File: config.mk
export PLATFORM = sky130hd
export DESIGN_NAME = add_sub_norm_arbiter
export DESIGN_NICKNAME = d
export VERILOG_FILES = /design/src/rtl/add_sub_norm_arbiter.sv
export SDC_FILE = /design/constraint.sdc
export NUM_CORES = 1
export LEC_CHECK = 0
export CAP_MARGIN = 5
export CORE_ASPECT_RATIO = 0.6
export CORE_UTILIZATION = 58
export DETAILED_ROUTE_END_ITERATION = 10
export GPL_TIMING_DRIVEN = 0
export HOLD_SLACK_MARGIN = 0.03
export PLACE_DENSITY = 0.83
export SETUP_SLACK_MARGIN = 0.2
export SYNTH_ARGS = -nofsm -noshare
export SYNTH_HDL_FRONTEND = slang
export SYNTH_SLANG_ARGS = --single-unit
export TNS_END_PERCENT = 10
File: constraint.sdc
create_clock -name i_clk -period 12.1 [get_ports i_clk]
set_input_delay 3.025 -clock i_clk [delete_from_list [all_inputs] [get_ports i_clk]]
set_output_delay 3.025 -clock i_clk [all_outputs]
set_load 0.02 [all_outputs]
File: src/rtl/add_sub_norm_arbiter.sv
// Round-robin arbiter feeding one shared 16-bit leading-zero detector and normalizing shifter; optional counters under ADD_SUB_NORM_STATS_EN.
// Two register stages from handshake to response; a stalled output holds both stages and deasserts every o_req_ready.
module add_sub_norm_arbiter #(
  parameter int NUM_REQ = 4,
  parameter int ID_W    = 2,
  parameter int DATA_W  = 16
) (
  input  logic                      i_clk,
  input  logic                      i_rst_n,
  input  logic [NUM_REQ-1:0]        i_req_valid,
  input  logic [NUM_REQ*DATA_W-1:0] i_req_data,
  output logic [NUM_REQ-1:0]        o_req_ready,
  output logic                      o_rsp_valid,
  output logic [ID_W-1:0]           o_rsp_id,
  output logic [3:0]                o_rsp_pos,
  output logic                      o_rsp_zero,
  output logic [DATA_W-1:0]         o_rsp_norm,
  input  logic                      i_rsp_ready
`ifdef ADD_SUB_NORM_STATS_EN
  ,
  output logic [15:0]               o_zero_cnt,
  output logic [15:0]               o_stall_cnt
`endif
);

  typedef struct packed {
    logic              vld;
    logic [ID_W-1:0]   id;
    logic [DATA_W-1:0] dat;
  } s1_t;

  typedef struct packed {
    logic              vld;
    logic [ID_W-1:0]   id;
    logic [3:0]        pos;
    logic              zero;
    logic [DATA_W-1:0] norm;
  } rsp_t;

  s1_t               s1_q, s1_d;
  rsp_t              rsp_q, rsp_d;
  logic [ID_W-1:0]   ptr_q, ptr_d;

  logic              s1_adv, s2_adv;
  logic              gnt_vld, hs;
  logic [ID_W-1:0]   gnt_id;
  logic [DATA_W-1:0] gnt_dat;
  int                idx;

  logic [3:0]        lz_pos;
  logic [DATA_W-1:0] lz_tmp;
  logic [DATA_W-1:0] sh_norm;

  assign s2_adv = !rsp_q.vld || i_rsp_ready;
  assign s1_adv = !s1_q.vld || s2_adv;

  // Rotating search starting at the pointer; the first valid requester wins.
  always_comb begin
    gnt_vld = 1'b0;
    gnt_id  = '0;
    gnt_dat = '0;
    idx     = 0;
    for (int i = 0; i < NUM_REQ; i++) begin
      idx = int'(ptr_q) + i;
      if (idx >= NUM_REQ) idx = idx - NUM_REQ;
      if (!gnt_vld && |((i_req_valid >> idx) & NUM_REQ'(1))) begin
        gnt_vld = 1'b1;
        gnt_id  = ID_W'(idx);
        gnt_dat = DATA_W'(i_req_data >> (idx * DATA_W));
      end
    end
  end

  assign hs          = gnt_vld && s1_adv && i_rst_n;
  assign o_req_ready = hs ? (NUM_REQ'(1) << gnt_id) : '0;

  always_comb begin
    ptr_d = ptr_q;
    if (hs) ptr_d = (gnt_id == ID_W'(NUM_REQ - 1)) ? '0 : gnt_id + ID_W'(1);
  end

  always_comb begin
    s1_d = s1_q;
    if (s1_adv) begin
      s1_d.vld = hs;
      if (hs) begin
        s1_d.id  = gnt_id;
        s1_d.dat = gnt_dat;
      end
    end
  end

  // Leading-zero count by shifting until the MSB is set; zero input leaves pos at 0.
  always_comb begin
    lz_pos = '0;
    lz_tmp = s1_q.dat;
    for (int k = 0; k < DATA_W - 1; k++) begin
      if (!lz_tmp[DATA_W-1] && (lz_tmp != '0)) begin
        lz_tmp = lz_tmp << 1;
        lz_pos = lz_pos + 4'd1;
      end
    end
  end

  assign sh_norm = s1_q.dat << lz_pos;

  always_comb begin
    rsp_d = rsp_q;
    if (s2_adv) begin
      rsp_d.vld  = s1_q.vld;
      rsp_d.id   = s1_q.id;
      rsp_d.pos  = lz_pos;
      rsp_d.zero = (s1_q.dat == '0);
      rsp_d.norm = sh_norm;
    end
  end

  always_ff @(posedge i_clk or negedge i_rst_n) begin
    if (!i_rst_n) begin
      s1_q  <= '0;
      rsp_q <= '0;
      ptr_q <= '0;
    end else begin
      s1_q  <= s1_d;
      rsp_q <= rsp_d;
      ptr_q <= ptr_d;
    end
  end

  assign o_rsp_valid = rsp_q.vld;
  assign o_rsp_id    = rsp_q.id;
  assign o_rsp_pos   = rsp_q.pos;
  assign o_rsp_zero  = rsp_q.zero;
  assign o_rsp_norm  = rsp_q.norm;

`ifdef ADD_SUB_NORM_STATS_EN
  logic [15:0] zero_cnt_q, zero_cnt_d;
  logic [15:0] stall_cnt_q, stall_cnt_d;

  // Both counters stick at all-ones rather than wrapping.
  always_comb begin
    zero_cnt_d  = zero_cnt_q;
    stall_cnt_d = stall_cnt_q;
    if (rsp_q.vld && i_rsp_ready && rsp_q.zero && (zero_cnt_q != 16'hFFFF))
      zero_cnt_d = zero_cnt_q + 16'd1;
    if (rsp_q.vld && !i_rsp_ready && (stall_cnt_q != 16'hFFFF))
      stall_cnt_d = stall_cnt_q + 16'd1;
  end

  always_ff @(posedge i_clk or negedge i_rst_n) begin
    if (!i_rst_n) begin
      zero_cnt_q  <= '0;
      stall_cnt_q <= '0;
    end else begin
      zero_cnt_q  <= zero_cnt_d;
      stall_cnt_q <= stall_cnt_d;
    end
  end

  assign o_zero_cnt  = zero_cnt_q;
  assign o_stall_cnt = stall_cnt_q;
`endif

endmodule

# Word level (Yosys, flattened, before mapping)
# Index checks and enable logic that the tools add are counted.
# op_classes
addsub	22
order_cmp	4
eq_ne	1
n_shift	10
mux	47
reduce_logical	59
# op_table
operator	count
2-to-1 mux 16 bit	18
>> shifter 64 x 32 -> 16 bit	4
nonzero test 16 bit	15
2-to-1 mux 32 bit	4
>> shifter 4 x 32 -> 1 bit	4
2-to-1 mux 4 bit	15
adder 4 x 1 -> 4 bit, second input constant	14
logical AND 1 bit	20
zero test 1 bit	20
zero test 16 bit	1
left shift 16 x 4 -> 16 bit	1
subtractor 3 x 3 -> 4 bit, second input constant	3
2-to-1 mux 2 bit	5
greater-or-equal comparator 3 bit, second input constant	3
adder 2 x 2 -> 3 bit, second input constant	2
2-to-1 mux 1 bit	5
left shift 1 x 2 -> 4 bit, first input constant	1
subtractor 2 x 3 -> 4 bit, second input constant	1
adder 2 x 1 -> 3 bit, second input constant	1
greater-or-equal comparator 2 x 3 -> 1 bit, second input constant	1
adder 2 x 1 -> 2 bit, second input constant	1
equality test 2 bit, second input constant	1
logical OR 1 bit	2
AND reduction 2 bit	1
# word_totals
register_bits	45
inputBits	71
elab_cells	152

# Logic depth before layout (Yosys ltp)
# Gate-level depths: netlist of the first run.
# depth
ltp_word	46
ltp_mapped	52
mapped_depth_nobuf	50

# Worst setup path after synthesis of the first run
# No wires, ideal clock.
# synth_path
kind	reg-to-reg
from	register s1_q[3] (netlist name)
to	register rsp_q (netlist bit o_rsp_norm[13])
arrival_ns	10.160
slack_ns	1.800
stages_incl_launch_ff	53
cell_sequence	dfrtp_1 -> buf_6 -> or4_4 -> nor3_1 -> nand2_1 -> nand3_1 -> inv_1 -> ha_1 -> clkbuf_1 -> xnor2_1 -> ha_1 -> nor2_1 -> a32oi_1 -> and2_1 -> ha_1 -> and3_1 -> a31oi_1 -> inv_1 -> [17 not listed] -> o21ai_0 -> ha_1 -> nor2_1 -> a21oi_1 -> ha_1 -> a22oi_1 -> o31ai_1 -> ha_1 -> mux2i_1 -> buf_2 -> inv_2 -> ha_1 -> inv_1 -> mux2i_2 -> mux4_2 -> and2_1 -> a2111oi_0 -> a211oi_1
# synth_via
elab_chain_len	46
elab_cells_between_ends	88
cone_classes	add/sub (14); shift (1); mux (29); reduce/logical (44)
# synth_rtl
element	line_no	rtl
start: declaration	40	s1_t s1_q, s1_d;
start signal: assignment	120	s1_q <= '0;
start signal: assignment	124	s1_q <= s1_d;
branches (longest 45 deep; another with adder 4 x 1 -> 4 bit)	n/a	
left shift 16 x 4 -> 16 bit (*)	105	assign sh_norm = s1_q.dat << lz_pos;
end signal: assignment	125	rsp_q <= rsp_d;
end: declaration	41	rsp_t rsp_q, rsp_d;
# Every way passes the cells marked *.
# A chain may end at the register's enable or synchronous reset.

# Worst setup path in the final report of the first run
# Ends and elaborated chain as after synthesis.

==> results of run 1 <==
-- sequential cells by signal (all words and copies together), names as in the netlist --
register	cells
s1_q	19
o_rsp_norm	16
o_rsp_pos	4
o_rsp_id	2
ptr_q	2
o_rsp_valid	1
o_rsp_zero	1
-- metal layers --
| layer | routed length, µm | up-vias |
|---|---|---|
| met4 | 471 | 0 |
| met3 | 4500 | 74 |
| met2 | 10500 | 751 |
| met5 | 0 | - |
| li1 | - | 3891 |
| met1 | 12300 | 4186 |
-- worst paths after layout --
kind                            slack, ns          from             end
worst max-delay path                 0.80       s1_q[3]  o_rsp_norm[13]
worst min-delay path                 0.47  o_rsp_pos[0]    o_rsp_pos[0]
worst max register to register       0.80       s1_q[3]  o_rsp_norm[13]
worst min register to register       0.47  o_rsp_pos[0]    o_rsp_pos[0]
max in group asynchronous            9.10       i_rst_n        s1_q[13]
min in group asynchronous            2.55       i_rst_n  o_rsp_norm[12]
-- cell usage after synthesis (all sizes together), types with 5 or more instances --
library cell | n | area share, %
o21ai | 61 | 4.1
inv | 23 | 1.2
a2111oi | 6 | 0.71
a31oi | 13 | 1.1
xor2 | 8 | 0.94
mux2 | 41 | 6.2
dfrtp | 45 | 15
mux4 | 20 | 6.1
a211o | 5 | 0.59
o211ai | 10 | 1.2
a21oi | 95 | 6.4
o22ai | 5 | 0.42
o31ai | 7 | 0.71
buf | 20 | 1.2
nor3 | 25 | 1.8
nand2 | 97 | 4.9
or3 | 10 | 0.91
ha | 21 | 3.5
mux2i | 60 | 8.1
and3 | 5 | 0.42
a221oi | 16 | 1.9
nor4 | 17 | 2.2
o22a | 16 | 1.9
nand2b | 10 | 0.84
xnor2 | 16 | 2.6
a211oi | 19 | 2.2
clkbuf | 60 | 3.0
and2 | 13 | 1.1
or4 | 5 | 0.66
nor2 | 128 | 6.7
nand3 | 16 | 1.1
-- cell families (layout without fill, tap and decap cells) --
family / after synthesis / count (layout) / share of synthesized area (%)
AO/OA/AOI/OAI: 308 / 308 / 28.0
XOR/XNOR: 28 / 28 / 4.75
adder cells (fa/ha/maj): 21 / 21 / 3.54
buffers and inverters: 103 / 220 / 5.44
flip-flops: 45 / 45 / 15.2
multiplexers: 121 / 121 / 20.4
AND/OR/NAND/NOR: 346 / 346 / 22.7
-- stage by stage --
step           instance area (µm²)  std cells
2_1_floorplan                 7430        972
3_3_place_gp                  8610       1235
3_5_place_dp                  8630       1236
4_1_cts                       8810       1244
5_1_grt                       8980       1254
6_report                      8980       1254
-- repair_timing --
item	CTS	global route
setup endpoints to repair	2	18
gates cloned	0	0
pin swaps	0	1
resized for setup	2	26
buffers inserted	0	9
-- critical path, delay by kind of cell, from the launching register on --
kind,cells,cell delay [ns]
xor gates and xnor gates,1,0.19
AOI/OAI and AO/OA,12,1.75
buffers and inverters,9,1.16
DFF,1,0.37
muxes,6,1.45
adders and majority gates,13,4.13
and+or+nand+nor,11,2.09
-- area by class of cell --
cell class,instances,area [µm²],share of cell area (%)
Timing Repair Buffer,109,1070,11.9
Inverter,23,86.3,0.962
Multi-Input combinational cell,824,5990,66.8
Buffer,80,324,3.61
Sequential cell,45,1130,12.5
Clock inverter,3,47.5,0.530
Clock buffer,5,125,1.39
Tap cell,165,206,2.30
-- cells in the final DEF, fill, tap and decap left out, types with 7 or more instances in the layout --
master           instances
inv_1                   20
and2_1                  12
buf_1                   11
ha_1                    20
o31ai_1                  7
nor2_1                 123
mux2_2                  41
o211ai_1                 9
a21oi_1                 94
a221oi_1                16
or3_1                    9
dfrtp_1                 45
buf_2                   10
nand3_1                 16
nor3_1                  22
a31oi_1                 12
o21ai_0                 56
clkdlybuf4s50_1         97
buf_4                   10
nor4_1                  10
nand2_1                 95
o22a_1                  16
a211oi_1                15
mux2i_1                 57
clkbuf_1                57
mux4_2                  20
xnor2_1                 12
xor2_1                   8
nand2b_1                10
==> impl_metrics.csv, run 1 <==
group,metric,value,unit
status,status,"complete, no violations",
placed_design,place_congestion,1.04,
clock_tree,postCtsHoldBufs,0,
clock_tree,cts_tree,"yes",
timing,finalSetupTns,0,ns
global_route,grt_max_degree,42,
die,die_area,13300,µm²
synth,synth_cells,972,
clock_tree,clockRootBuffer,"clkbuf_16",
placed_design,place_ws,0.0812,ns
die,die_y,89.7,µm
synth,syn_avg_cell_area,7.64,µm²
timing,max_freq,88.5,MHz
timing,slew_viol_final,0,
global_route,grt_pass1_wl,42300,µm
global_route,grt_util_met3,12.6,%
min_path,hp-class,"flip-flop to flip-flop",
setup_path,arrival,11.47,ns
setup_path,path_max_fanout,10,
final_layout,drive_gt1_share,13.4,%
setup_path,start_kind,"flip-flop",
detailed_routing,routedWlPerCell,22.2,µm
global_route,top_usage_layer,"met1",
final_layout,n_fill_cell,974,
final_layout,areaGrowthSynthToFinish,20.9,%
synth,synthesis.nets,1064,
synth,async_flop_share,100,%
timing,setup_viol,0,
clock_tree,cts-buffers-inserted,5,
synth,synthFlopType,"dfrtp_1",
synth,synth_seq_cells,45,
synth,synth_edf_count,0,
detailed_routing,dr.pass1.iters,6,
die,core_area,12300,µm²
global_route,grt_use_met1,63.5,%
detailed_routing,routed_via_density,7.10,
global_route,grt_overflow_total,0,
timing,relSlewSlack,17.1,%
final_layout,fin_nets,1180,
die,initial_core_util,60.6,%
timing,fin_skew,0.00681,ns
detailed_routing,route.detailed.drc,0,
timing,setup_ws,0.803,ns
global_route,grt_pass1_vias,7648,
clock_tree,clk_latency,0.29,ns
min_path,hold_depth,2,
die,die_w,148,µm
placed_design,place_hpwl,21200,µm
setup_path,critical_path.endpoint_type,"flip-flop",
setup_path,critPathMaxStageDelay,0.62,ns
placed_design,numPortBuffers,98,
detailed_routing,vias,8902,
setup_path,worstRegToRegCells,52,
detailed_routing,antenna_left,0,
clock_tree,cts.clk_slew.worst_paths,0.07,ns
flow_run,cap_violations,0,
global_route,grt.total_usage,41.0,%
setup_path,crit_path_frequent_cell,"ha_1",
die,fp-row-count,31,
detailed_routing,initialDrtViolationCount,1532,
synth,ys_types,90,
clock_tree,cts_max_level,2,
final_layout,diodes,0,
setup_path,crit_type,"flip-flop to flip-flop",
timing,worst_slew_pin_slew,1.23,ns
synth,syn-cell-area,7430,µm²
timing,rsz0062_at_grt,"true",
synth,yosys_warnings,0,
setup_path,slowest_stage,"or4_4",
timing,fin_crit,11.30,ns
global_route,antenna_found_initial,0,
timing,period_share,93.4,%
timing,holdWs,0.467,ns
detailed_routing,routed_wl,27800,µm
timing,hold_viol,0,
global_route,grtUsageMet2,55.0,%
clock_tree,clk_path_buf_depth,2,
clock_tree,clkSinkCount,45,
synth,synth-seq-area-share,15.2,%
setup_path,cp.required,12.27,ns
die,io-pin-count,99,
final_layout,fin_util,73.3,%
Power of run 1 is not shown: default switching activity piles up to over one toggle a cycle in this logic, so the estimate is an artifact.
==> run 2: changes to the inputs <==
Settings changed: SETUP_SLACK_MARGIN 0.2 to 0.5.
==> impl_metrics.csv, run 2 (same netlist as run 1, synthesis figures left out) <==
group,metric,value,unit
global_route,grt_max_degree,42,
clock_tree,cts.clk_slew.worst_paths,0.07,ns
detailed_routing,routed_via_density,7.07,
global_route,grt_pass1_vias,7681,
placed_design,place_congestion,1.04,
final_layout,largest_reg_flops,19,
setup_path,cp.required,12.27,ns
setup_path,arrival,11.19,ns
timing,rsz0062_at_grt,"false",
global_route,grt_overflow_total,0,
detailed_routing,routed.top_layer,"met4",
detailed_routing,drt-met1-wl,12500,µm
final_layout,mostFrequentLayoutCells,"nor2_1 (123), clkdlybuf4s50_1 (97), nand2_1 (95)",
final_layout,drive_gt1_share,14.0,%
flow_run,cap_violations,0,
die,initial_core_util,60.6,%
status,status,"complete, no violations",
clock_tree,cts-buffers-inserted,5,
die,die_w,148,µm
detailed_routing,route.detailed.drc,0,
global_route,grt.total_usage,41.1,%
detailed_routing,routed_wl,27800,µm
clock_tree,cts_max_level,2,
timing,fin_skew,0.00618,ns
clock_tree,cts_tree,"yes",
timing,period_share,91.1,%
detailed_routing,initialDrtViolationCount,1457,
timing,fin_crit,11.02,ns
final_layout,final_common_cell,"nor2_1",
setup_path,slowest_stage,"or4_1",
timing,setup_viol,0,
clock_tree,clk_path_buf_depth,2,
global_route,grt_pass1_wl,42400,µm
setup_path,path_max_fanout,10,
final_layout,largest_register,"s1_q",
detailed_routing,met3_length,4310,µm
timing,worst_slew_pin_slew,1.31,ns
die,die_area,13300,µm²
clock_tree,clk_latency,0.29,ns
setup_path,start_kind,"flip-flop",
detailed_routing,vias,8861,
die,io-pin-count,99,
detailed_routing,routedWlPerCell,22.2,µm
die,die_y,89.7,µm
final_layout,diodes,0,
detailed_routing,dr.pass1.iters,6,
setup_path,crit_type,"flip-flop to flip-flop",
setup_path,r2r_slack,1.08,ns
final_layout,final_area,9030,µm²
final_layout,fin_util,73.7,%
timing,slew_viol_final,0,
placed_design,placed_area,8630,µm²
die,core_area,12300,µm²
clock_tree,postCtsHoldBufs,0,
setup_path,crit_path_frequent_cell,"ha_1",
clock_tree,clockRootBuffer,"clkbuf_16",
setup_path,critical_path.endpoint_type,"flip-flop",
global_route,antenna_found_initial,0,
detailed_routing,dr_wl_met2,10600,µm
placed_design,place_hpwl,21200,µm
placed_design,numPortBuffers,98,
min_path,hp-class,"flip-flop to flip-flop",
detailed_routing,antenna_left,0,
clock_tree,clkSinkCount,45,
timing,finalSetupTns,0,ns
timing,hold_viol,0,
timing,max_freq,90.7,MHz
final_layout,fin_nets,1180,
final_layout,areaGrowthSynthToFinish,21.6,%
die,fp-row-count,31,
timing,relSlewSlack,11.8,%
setup_path,critPathMaxStageDelay,0.53,ns
[run 2: cell counts in the layout (fill, tap and decap cells not counted)]
Identical to the previous run, type by type.
[run 2: path summary, 6_finish.rpt]
path	end	from	cells past startpoint
min reg2reg	o_rsp_valid	s1_q[18]	1
max in group asynchronous	s1_q[13]	i_rst_n	2
max reg2reg	o_rsp_norm[13]	s1_q[11]	52
min in group asynchronous	o_rsp_norm[12]	i_rst_n	1
max	o_rsp_norm[13]	s1_q[11]	52
min	o_rsp_valid	s1_q[18]	1
[run 2: layer usage]
layer | track usage (%) | vias to the layer above
li1 | - | 3890
met1 | 63.5 | 4131
met2 | 54.9 | 761
met3 | 12.7 | 79
met4 | 7.03 | 0
met5 | 0.714 | -
[run 2: area by class of cell]
class	instances	area, µm²
clock inverters	3	47.5
plain buffers	80	328
multi-input cells	824	6050
flip-flops and latches	45	1130
repair buffers	109	1070
inverters	23	86.3
clock buffers	5	125
well taps	165	206
fillers	968	3220
[run 2: metrics by stage]
step	hold WS [ns]	worst slack, ns	cells
after floorplan	0.435	1.80	972
after global placement	0.448	0.0980	1235
after detailed placement	0.460	0.0812	1236
after CTS	0.480	0.556	1244
after global routing	0.501	0.442	1254
final	0.477	1.08	1254
[run 2: critical path, delay by kind of cell, from the launching register on]
family / cells / cell delay [ns]
and+or+nand+nor: 11 / 2.02
adders and majority gates: 13 / 4.11
xor gates and xnor gates: 1 / 0.19
muxes: 6 / 1.43
buffers and inverters: 9 / 1.17
DFF: 1 / 0.43
AOI/OAI and AO/OA: 12 / 1.51
[run 2: repair_timing]
item / in CTS / in global routing
buffers inserted: 0 / 9
gates cloned: 0 / 0
pin swaps: 0 / 4
gates resized for setup: 6 / 33
setup endpoints to repair: 12 / 19
Power of run 2 is left out for the same reason.
==> run 3: changes to the inputs <==
Settings changed: CAP_MARGIN 5 to unset.
==> results of run 3 <==
No change in the layout: final DEF, timing and power equal those of run 2.
Power of run 3 is left out for the same reason.
